**config.mk**
```make
export PLATFORM = sky130hd
export DESIGN_NAME = led_matrix_pwm
export DESIGN_NICKNAME = d
export VERILOG_FILES = /design/src/rtl/led_matrix_pwm.sv
export SDC_FILE = /design/constraint.sdc
export NUM_CORES = 1
export LEC_CHECK = 0
export CAP_MARGIN = 40
export CORE_MARGIN = 2
export CORE_UTILIZATION = 49
export DETAILED_ROUTE_END_ITERATION = 6
export PLACE_DENSITY = 0.81
export SKIP_CTS_REPAIR_TIMING = 1
export SYNTH_ARGS = -nofsm -noshare
export SYNTH_HDL_FRONTEND = slang
export SYNTH_SLANG_ARGS = --single-unit
```
**constraint.sdc**
```tcl
create_clock -name clk -period 5 [get_ports clk]
set_input_delay 1 -clock clk [delete_from_list [all_inputs] [get_ports clk]]
set_output_delay 1 -clock clk [all_outputs]
set_load 0.01 [all_outputs]
```
**src/rtl/led_matrix_pwm.sv**
```systemverilog
// Multiplexed LED matrix driver: scans one LED per slot, PWMs it from a shadow
// copy of the brightness bus captured once per frame, with blanking at slot start.
module led_matrix_pwm #(
  parameter int ROWS     = 4,
  parameter int COLS     = 4,
  parameter int PWM_BITS = 4,
  parameter int STEP     = 2,
  parameter int BLANK    = 2
) (
  input  logic                          clk,
  input  logic                          rst,
  input  logic                          enable,
  input  logic [ROWS*COLS*PWM_BITS-1:0] level,
  output logic [COLS-1:0]               aled,
  output logic [ROWS-1:0]               kled_tri,
  output logic                          frame_tick
);

  localparam int N        = ROWS * COLS;
  localparam int MAXL     = (1 << PWM_BITS) - 1;
  localparam int SLOT_LEN = BLANK + STEP * MAXL;
  localparam int SW       = (N > 1) ? $clog2(N) : 1;
  localparam int CW       = (SLOT_LEN > 1) ? $clog2(SLOT_LEN) : 1;

  logic [SW-1:0]                   s;
  logic [CW-1:0]                   c;
  logic [ROWS*COLS*PWM_BITS-1:0]   shadow;

  logic                last_c;
  logic                last_s;
  logic [PWM_BITS-1:0] lvl;
  logic [COLS-1:0]     aled_n;
  logic [ROWS-1:0]     kled_n;
  logic [31:0]         rel;
  logic [31:0]         lim;
  logic                lit;

  assign last_c = (c == CW'(SLOT_LEN - 1));
  assign last_s = (s == SW'(N - 1));

  // Slot decode: brightness of the scanned LED and its column/group selects.
  always_comb begin
    lvl    = '0;
    aled_n = '1;
    kled_n = '0;
    for (int unsigned i = 0; i < N; i++) begin
      if (s == SW'(i)) begin
        lvl    = shadow[i*PWM_BITS +: PWM_BITS];
        aled_n = ~(COLS'(1) << (i % COLS));
        kled_n = ROWS'(1) << (i / COLS);
      end
    end
  end

  // p < level  <=>  (c - BLANK) < STEP*level; during blanking rel wraps to a
  // huge unsigned value, so the single compare also covers the blank phase.
  always_comb begin
    rel = 32'(c) - 32'(BLANK);
    lim = 32'(STEP) * 32'(lvl);
    lit = (rel < lim);
  end

  always_ff @(posedge clk) begin
    if (rst) begin
      s          <= '0;
      c          <= '0;
      shadow     <= '0;
      aled       <= '1;
      kled_tri   <= '0;
      frame_tick <= 1'b0;
    end else begin
      frame_tick <= last_c && last_s;
      if (last_c) begin
        c <= '0;
        if (last_s) begin
          s      <= '0;
          shadow <= level;
        end else begin
          s <= s + 1'b1;
        end
      end else begin
        c <= c + 1'b1;
      end
      if (lit && enable) begin
        aled     <= aled_n;
        kled_tri <= kled_n;
      end else begin
        aled     <= '1;
        kled_tri <= '0;
      end
    end
  end

endmodule

```
# Word level (Yosys, flattened, before mapping)
# Index checks and enable logic that the tools add are counted.
classes:
  add_sub_neg: 3
  magnitude_cmp: 1
  n_eq_ne: 16
  mux: 49
  n_bitwise: 1
  reduce_logical: 12
ops:
  columns: ["operator", "n"]
  rows:
  - ["$mux W4", 47]
  - ["$eq A4 B4 Y1 const B", 8]
  - ["$lt A32 B5 Y1", 1]
  - ["$eq A4 B3 Y1 const B", 4]
  - ["$reduce_or A14 Y1", 1]
  - ["$reduce_or A10 Y1", 1]
  - ["$eq A4 B2 Y1 const B", 2]
  - ["$reduce_or A6 Y1", 1]
  - ["$sub A5 B2 Y6 const B", 1]
  - ["$add A5 B1 Y5 const B", 1]
  - ["$eq A5 B5 Y1 const B", 1]
  - ["$reduce_or A5 Y1", 1]
  - ["$add A4 B1 Y4 const B", 1]
  - ["$eq A4 B1 Y1 const B", 1]
  - ["$logic_not A4 Y1", 1]
  - ["$reduce_or A2 Y1", 2]
  - ["$reduce_or A4 Y1", 1]
  - ["$reduce_or A3 Y1", 1]
  - ["$logic_and A1 B1 Y1", 2]
  - ["$mux W1", 2]
  - ["$reduce_and A2 Y1", 1]
  - ["$not A1 Y1", 1]
word_totals:
  regBits: 82
  input_bits: 67
  output_inout_bits: 9
  elab_cells: 94

# Logic depth before layout (Yosys ltp)
depth:
  depth_word: 21
  mapped_depth: 16
  depth_no_buf: 14

# Least setup slack after synthesis
# OpenSTA, ideal clock, no wires.
synth_timing:
  path_kind: "register -> register"
  from: "register s[0]"
  to: "register kled_tri[0]"
  setup_ns: 0.128
  t_arrival_ns: 2.729
  required_time_ns: 4.872
  path_slack_ns: 2.143
  path_stages_with_launch: 16
  n_path_buf: 3
  synth_period_minus_slack_ns: 2.857
  cell_sequence: "dfxtp_1 > inv_1 > ha_1 > buf_6 > buf_4 > buf_2 > o21ai_0 > o21a_1 > a31oi_1 > o211ai_1 > o211ai_1 > ha_1 > o21ai_1 > a311o_1 > o21ai_2 > a21oi_1"
synth_via:
  elab_chain_len: 21
  word_cells_on_any_way: 40
  classes_between: "order compare: 1; eq/ne: 15; mux: 20; bitwise: 1; reduce/logical: 3"
synth_rtl:
  columns: ["element", "line_no", "text"]
  rows:
  - ["start, declared", "25", "logic [SW-1:0] s;"]
  - ["start signal, assigned", "79", "s <= s + 1'b1;"]
  - ["$logic_not A4 Y1", "47", "if (s == SW'(i)) begin"]
  - ["$mux W4 (16 in series)", "47", null]
  - ["$lt A32 B5 Y1", "60", "lit = (rel < lim);"]
  - ["$logic_and A1 B1 Y1", "84", "if (lit && enable) begin"]
  - ["$not A1 Y1 (no source line)", null, null]
  - ["$reduce_or A14 Y1 (no source line)", null, null]
  - ["end signal, assigned", "86", "kled_tri <= kled_n;"]
  - ["end, declared", "15", "output logic [ROWS-1:0] kled_tri,"]
# Parallel ways exist; a longest one is shown, timed or not.
# A chain may end at the register's enable or synchronous reset.

# Worst setup path in the final report
layout_timing:
  from: "register s[0]"
  to: "register kled_tri[3]"
layout_via:
  elab_chain_len: 21
  word_cells_on_any_way: 50
  classes_between: "order compare: 1; eq/ne: 15; mux: 30; bitwise: 1; reduce/logical: 3"
layout_rtl:
  columns: ["element", "line_no"]
  rows:
  - ["$logic_not A4 Y1", "47"]
  - ["$mux W4 (16 in series)", "47"]
  - ["$lt A32 B5 Y1", "60"]
  - ["$logic_and A1 B1 Y1", "84"]
  - ["$not A1 Y1 (no source line)", null]
  - ["$reduce_or A2 Y1 (no source line)", null]
# Parallel ways exist; a longest one is shown, timed or not.

==> flow_metrics.tcl <==
set metrics [dict create \
    die_height_um 90.5 \
    clock_latency_ps 360 \
    place.gp.congestion 0.905 \
    root_buffer "clkbuf_8" \
    drv_cap 0 \
    ys_seq_area_share_pct 44.8 \
    clock_skew_ps 9.50 \
    tritoncts "built" \
    ir_drop_mv 0.118 \
    htreeDepth 3 \
    clk_pin_slew_worst_paths_ps 80 \
    wl_per_cell_um 16.5 \
    yosys_warnings 0 \
    critPathBufInv 1 \
    final_nets 514 \
    fin_tns_setup_ps 0 \
    fin_crit_ps 3610 \
    switching_share_pct 22.1 \
    outcome "complete, no violations" \
    avgSynthCellArea_um2 9.81 \
    drc 0 \
    netlist_area_um2 3670 \
    routed_via_density 5.73 \
    grt_start_max_net_pins 53 \
    slew_viol_final 0 \
    crit_required_ps 5230 \
    power.internal_mw 0.955 \
    synth_cells 374 \
    num_vias 3092 \
    critPathSlowestCell "ha_1" \
    grt_usage_pct 22.3 \
    numCtsBuffers 9 \
    clock_sinks 82 \
    drive_above_1_share_pct 8.62 \
    ys_ff_latch 82 \
    io_pins 76 \
    final_common_cell "dfxtp_1" \
    dr.pass1.iters 5 \
    critPathCaptureType "register" \
    drtIter0Drc 171 \
    crit_type "reg -> reg" \
    initial_core_util_pct 50.6 \
    dp_hpwl_um 6350 \
    drt_wl_total_um 8930 \
    clock.fmax_ghz 0.277 \
    core_area_um2 7250 \
    synthArstFlopShare_pct 0 \
    dp_cells 524 \
    port_buffers 75 \
    maxSlewHeadroom_pct 43.7 \
    setup_violations 0 \
    crit_path_start_kind "register" \
    ys.flop_type "dfxtp_1" \
    critPathTopFamily "compound AO/OA/AOI/OAI gates" \
    syn_nets 452 \
    leakagePower_nw 1.74 \
    antenna_found_initial 0 \
    grt_pass1_wl_um 14800 \
    synth_edf_count 0 \
    clock_path_buffers 2 \
    ys_types 60 \
    fin_crit_sh_pct 72.1 \
    chipWidth_um 90.5 \
    rsz0062_at_grt "no" \
    fin_cells 540 \
    cp.arrival_ps 3840 \
    grt_pass1_vias 2955 \
    worstPathCellList "inv_1 > ha_1 > or3b_1 > o211ai_1 > nand2_1 > a21oi_1 > o311ai_0 > o211ai_1 > ha_1 > o21ai_1 > a311o_1 > o21ai_2 > a21oi_1" \
    fill_cells 617 \
    num_antenna_cells 0 \
    switchingPower_mw 0.272 \
    critPathMaxFanout 20 \
    num_rows 31 \
    synthToLayoutAreaGrowth_pct 27.5 \
    cp_slowest_stage_delay_ps 640 \
    die_area_um2 8190 \
    gr-total-overflow 0 \
    hold_violations 0 \
    hold_class "reg -> reg" \
    pwr-share-clk_pct 39.4 \
    worst_pin_slew_ps 844 \
    powerDensity_nw_per_um2 262 \
    ant_nets 0 \
    p_comb_share_pct 7.1 \
    final_cell_mix "dfxtp_1 (82), clkdlybuf4s50_1 (75), a22o_1 (64)" \
    p_seq_share_pct 53.6 \
]
## sequential cells by signal (all words and copies together), names as in the netlist
signal	flops
aled	4
c	5
shadow	64
kled_tri	4
s	4
frame_tick	1
## worst register-to-register path: stages, from the launching register on
cell and delay [ps]:
dfxtp_1 360, inv_1 110, ha_1 640, or3b_1 250, o211ai_1 130, nand2_1 160
a21oi_1 60, o311ai_0 390, o211ai_1 150, ha_1 330, o21ai_1 90, a311o_1 300
o21ai_2 360, a21oi_1 150
## cell type report
| cell class | count | area [µm²] | share of cell area [%] |
|---|---|---|---|
| timing repair buffer | 82 | 838 | 17.9 |
| tap | 99 | 124 | 2.65 |
| inverter | 11 | 41.3 | 0.883 |
| clock buffer | 10 | 138 | 2.94 |
| clock inverter | 6 | 66.3 | 1.42 |
| sequential | 82 | 1640 | 35.1 |
| multi-input combinational | 250 | 1830 | 39.1 |
## kinds of logic after synthesis
family / synth area share, %
AOI/OAI and AO/OA: 30.9
adders and majority gates: 3.75
DFF: 44.8
buffers and inverters: 5.94
xor gates and xnor gates: 1.67
and+or+nand+nor: 12.1
muxes: 0.853
## per-stage QoR
step | hold slack, ps | instance area (µm²) | setup slack, ps | utilization, % | total power [mW]
final | 481 | 4680 | 1390 | 64.5 | 1.23
after global routing | 504 | 4680 | 1160 | 64.5 | 1.26
after CTS | 476 | 4680 | 1430 | 64.5 | 1.23
after detailed placement | 462 | 4470 | 1520 | 61.7 | 0.759
after global placement | 448 | 4420 | 1460 | 60.9 | 0.758
after floorplan | 427 | 3670 | 2140 | - | 0.700
## path summary, 6_finish.rpt
check	to	slack, ps	startpoint	cells after the start
setup / recovery	kled_tri[3]	1390	s[0]	13
hold / removal	c[0]	480	c[0]	1
setup reg to reg	kled_tri[3]	1390	s[0]	13
hold reg to reg	c[0]	480	c[0]	1
## power groups by stage
stage	clock [mW]	sequential, mW	combinational, mW
after floorplan	0	0.672	0.0277
after global placement	0	0.673	0.0850
after detailed placement	0	0.673	0.0865
after CTS	0.490	0.657	0.0871
after global routing	0.511	0.658	0.0941
final	0.483	0.657	0.0865
## per-layer routing
layer | global-route usage, % | part of all wire (%)
met1 | 29.5 | 47
met2 | 35.4 | 47
met3 | 4.51 | 4.1
met4 | 9.23 | 1.9
met5 | 0 | 0
## cells in the mapped netlist, types with 3 or more instances
master / count / area share [%]
buf_6: 3 / 0.92
o21ai_0: 18 / 2.5
a21oi_1: 19 / 2.6
nor3_1: 7 / 0.96
o211ai_1: 4 / 0.82
buf_2: 18 / 2.5
inv_1: 10 / 1.0
a31oi_1: 3 / 0.51
nor2b_1: 5 / 0.85
nand2_1: 25 / 2.6
o21a_1: 3 / 0.61
ha_1: 11 / 3.8
o31ai_1: 3 / 0.61
buf_4: 4 / 0.82
o22ai_1: 3 / 0.51
dfxtp_1: 82 / 45
and2_1: 3 / 0.51
nand3_1: 4 / 0.55
a21o_1: 4 / 0.82
xor2_1: 5 / 1.2
clkbuf_1: 6 / 0.61
nor2_1: 12 / 1.2
nor3b_1: 5 / 1.0
nand2b_1: 8 / 1.4
a22o_1: 64 / 15
(Power assumes the default switching activity.)
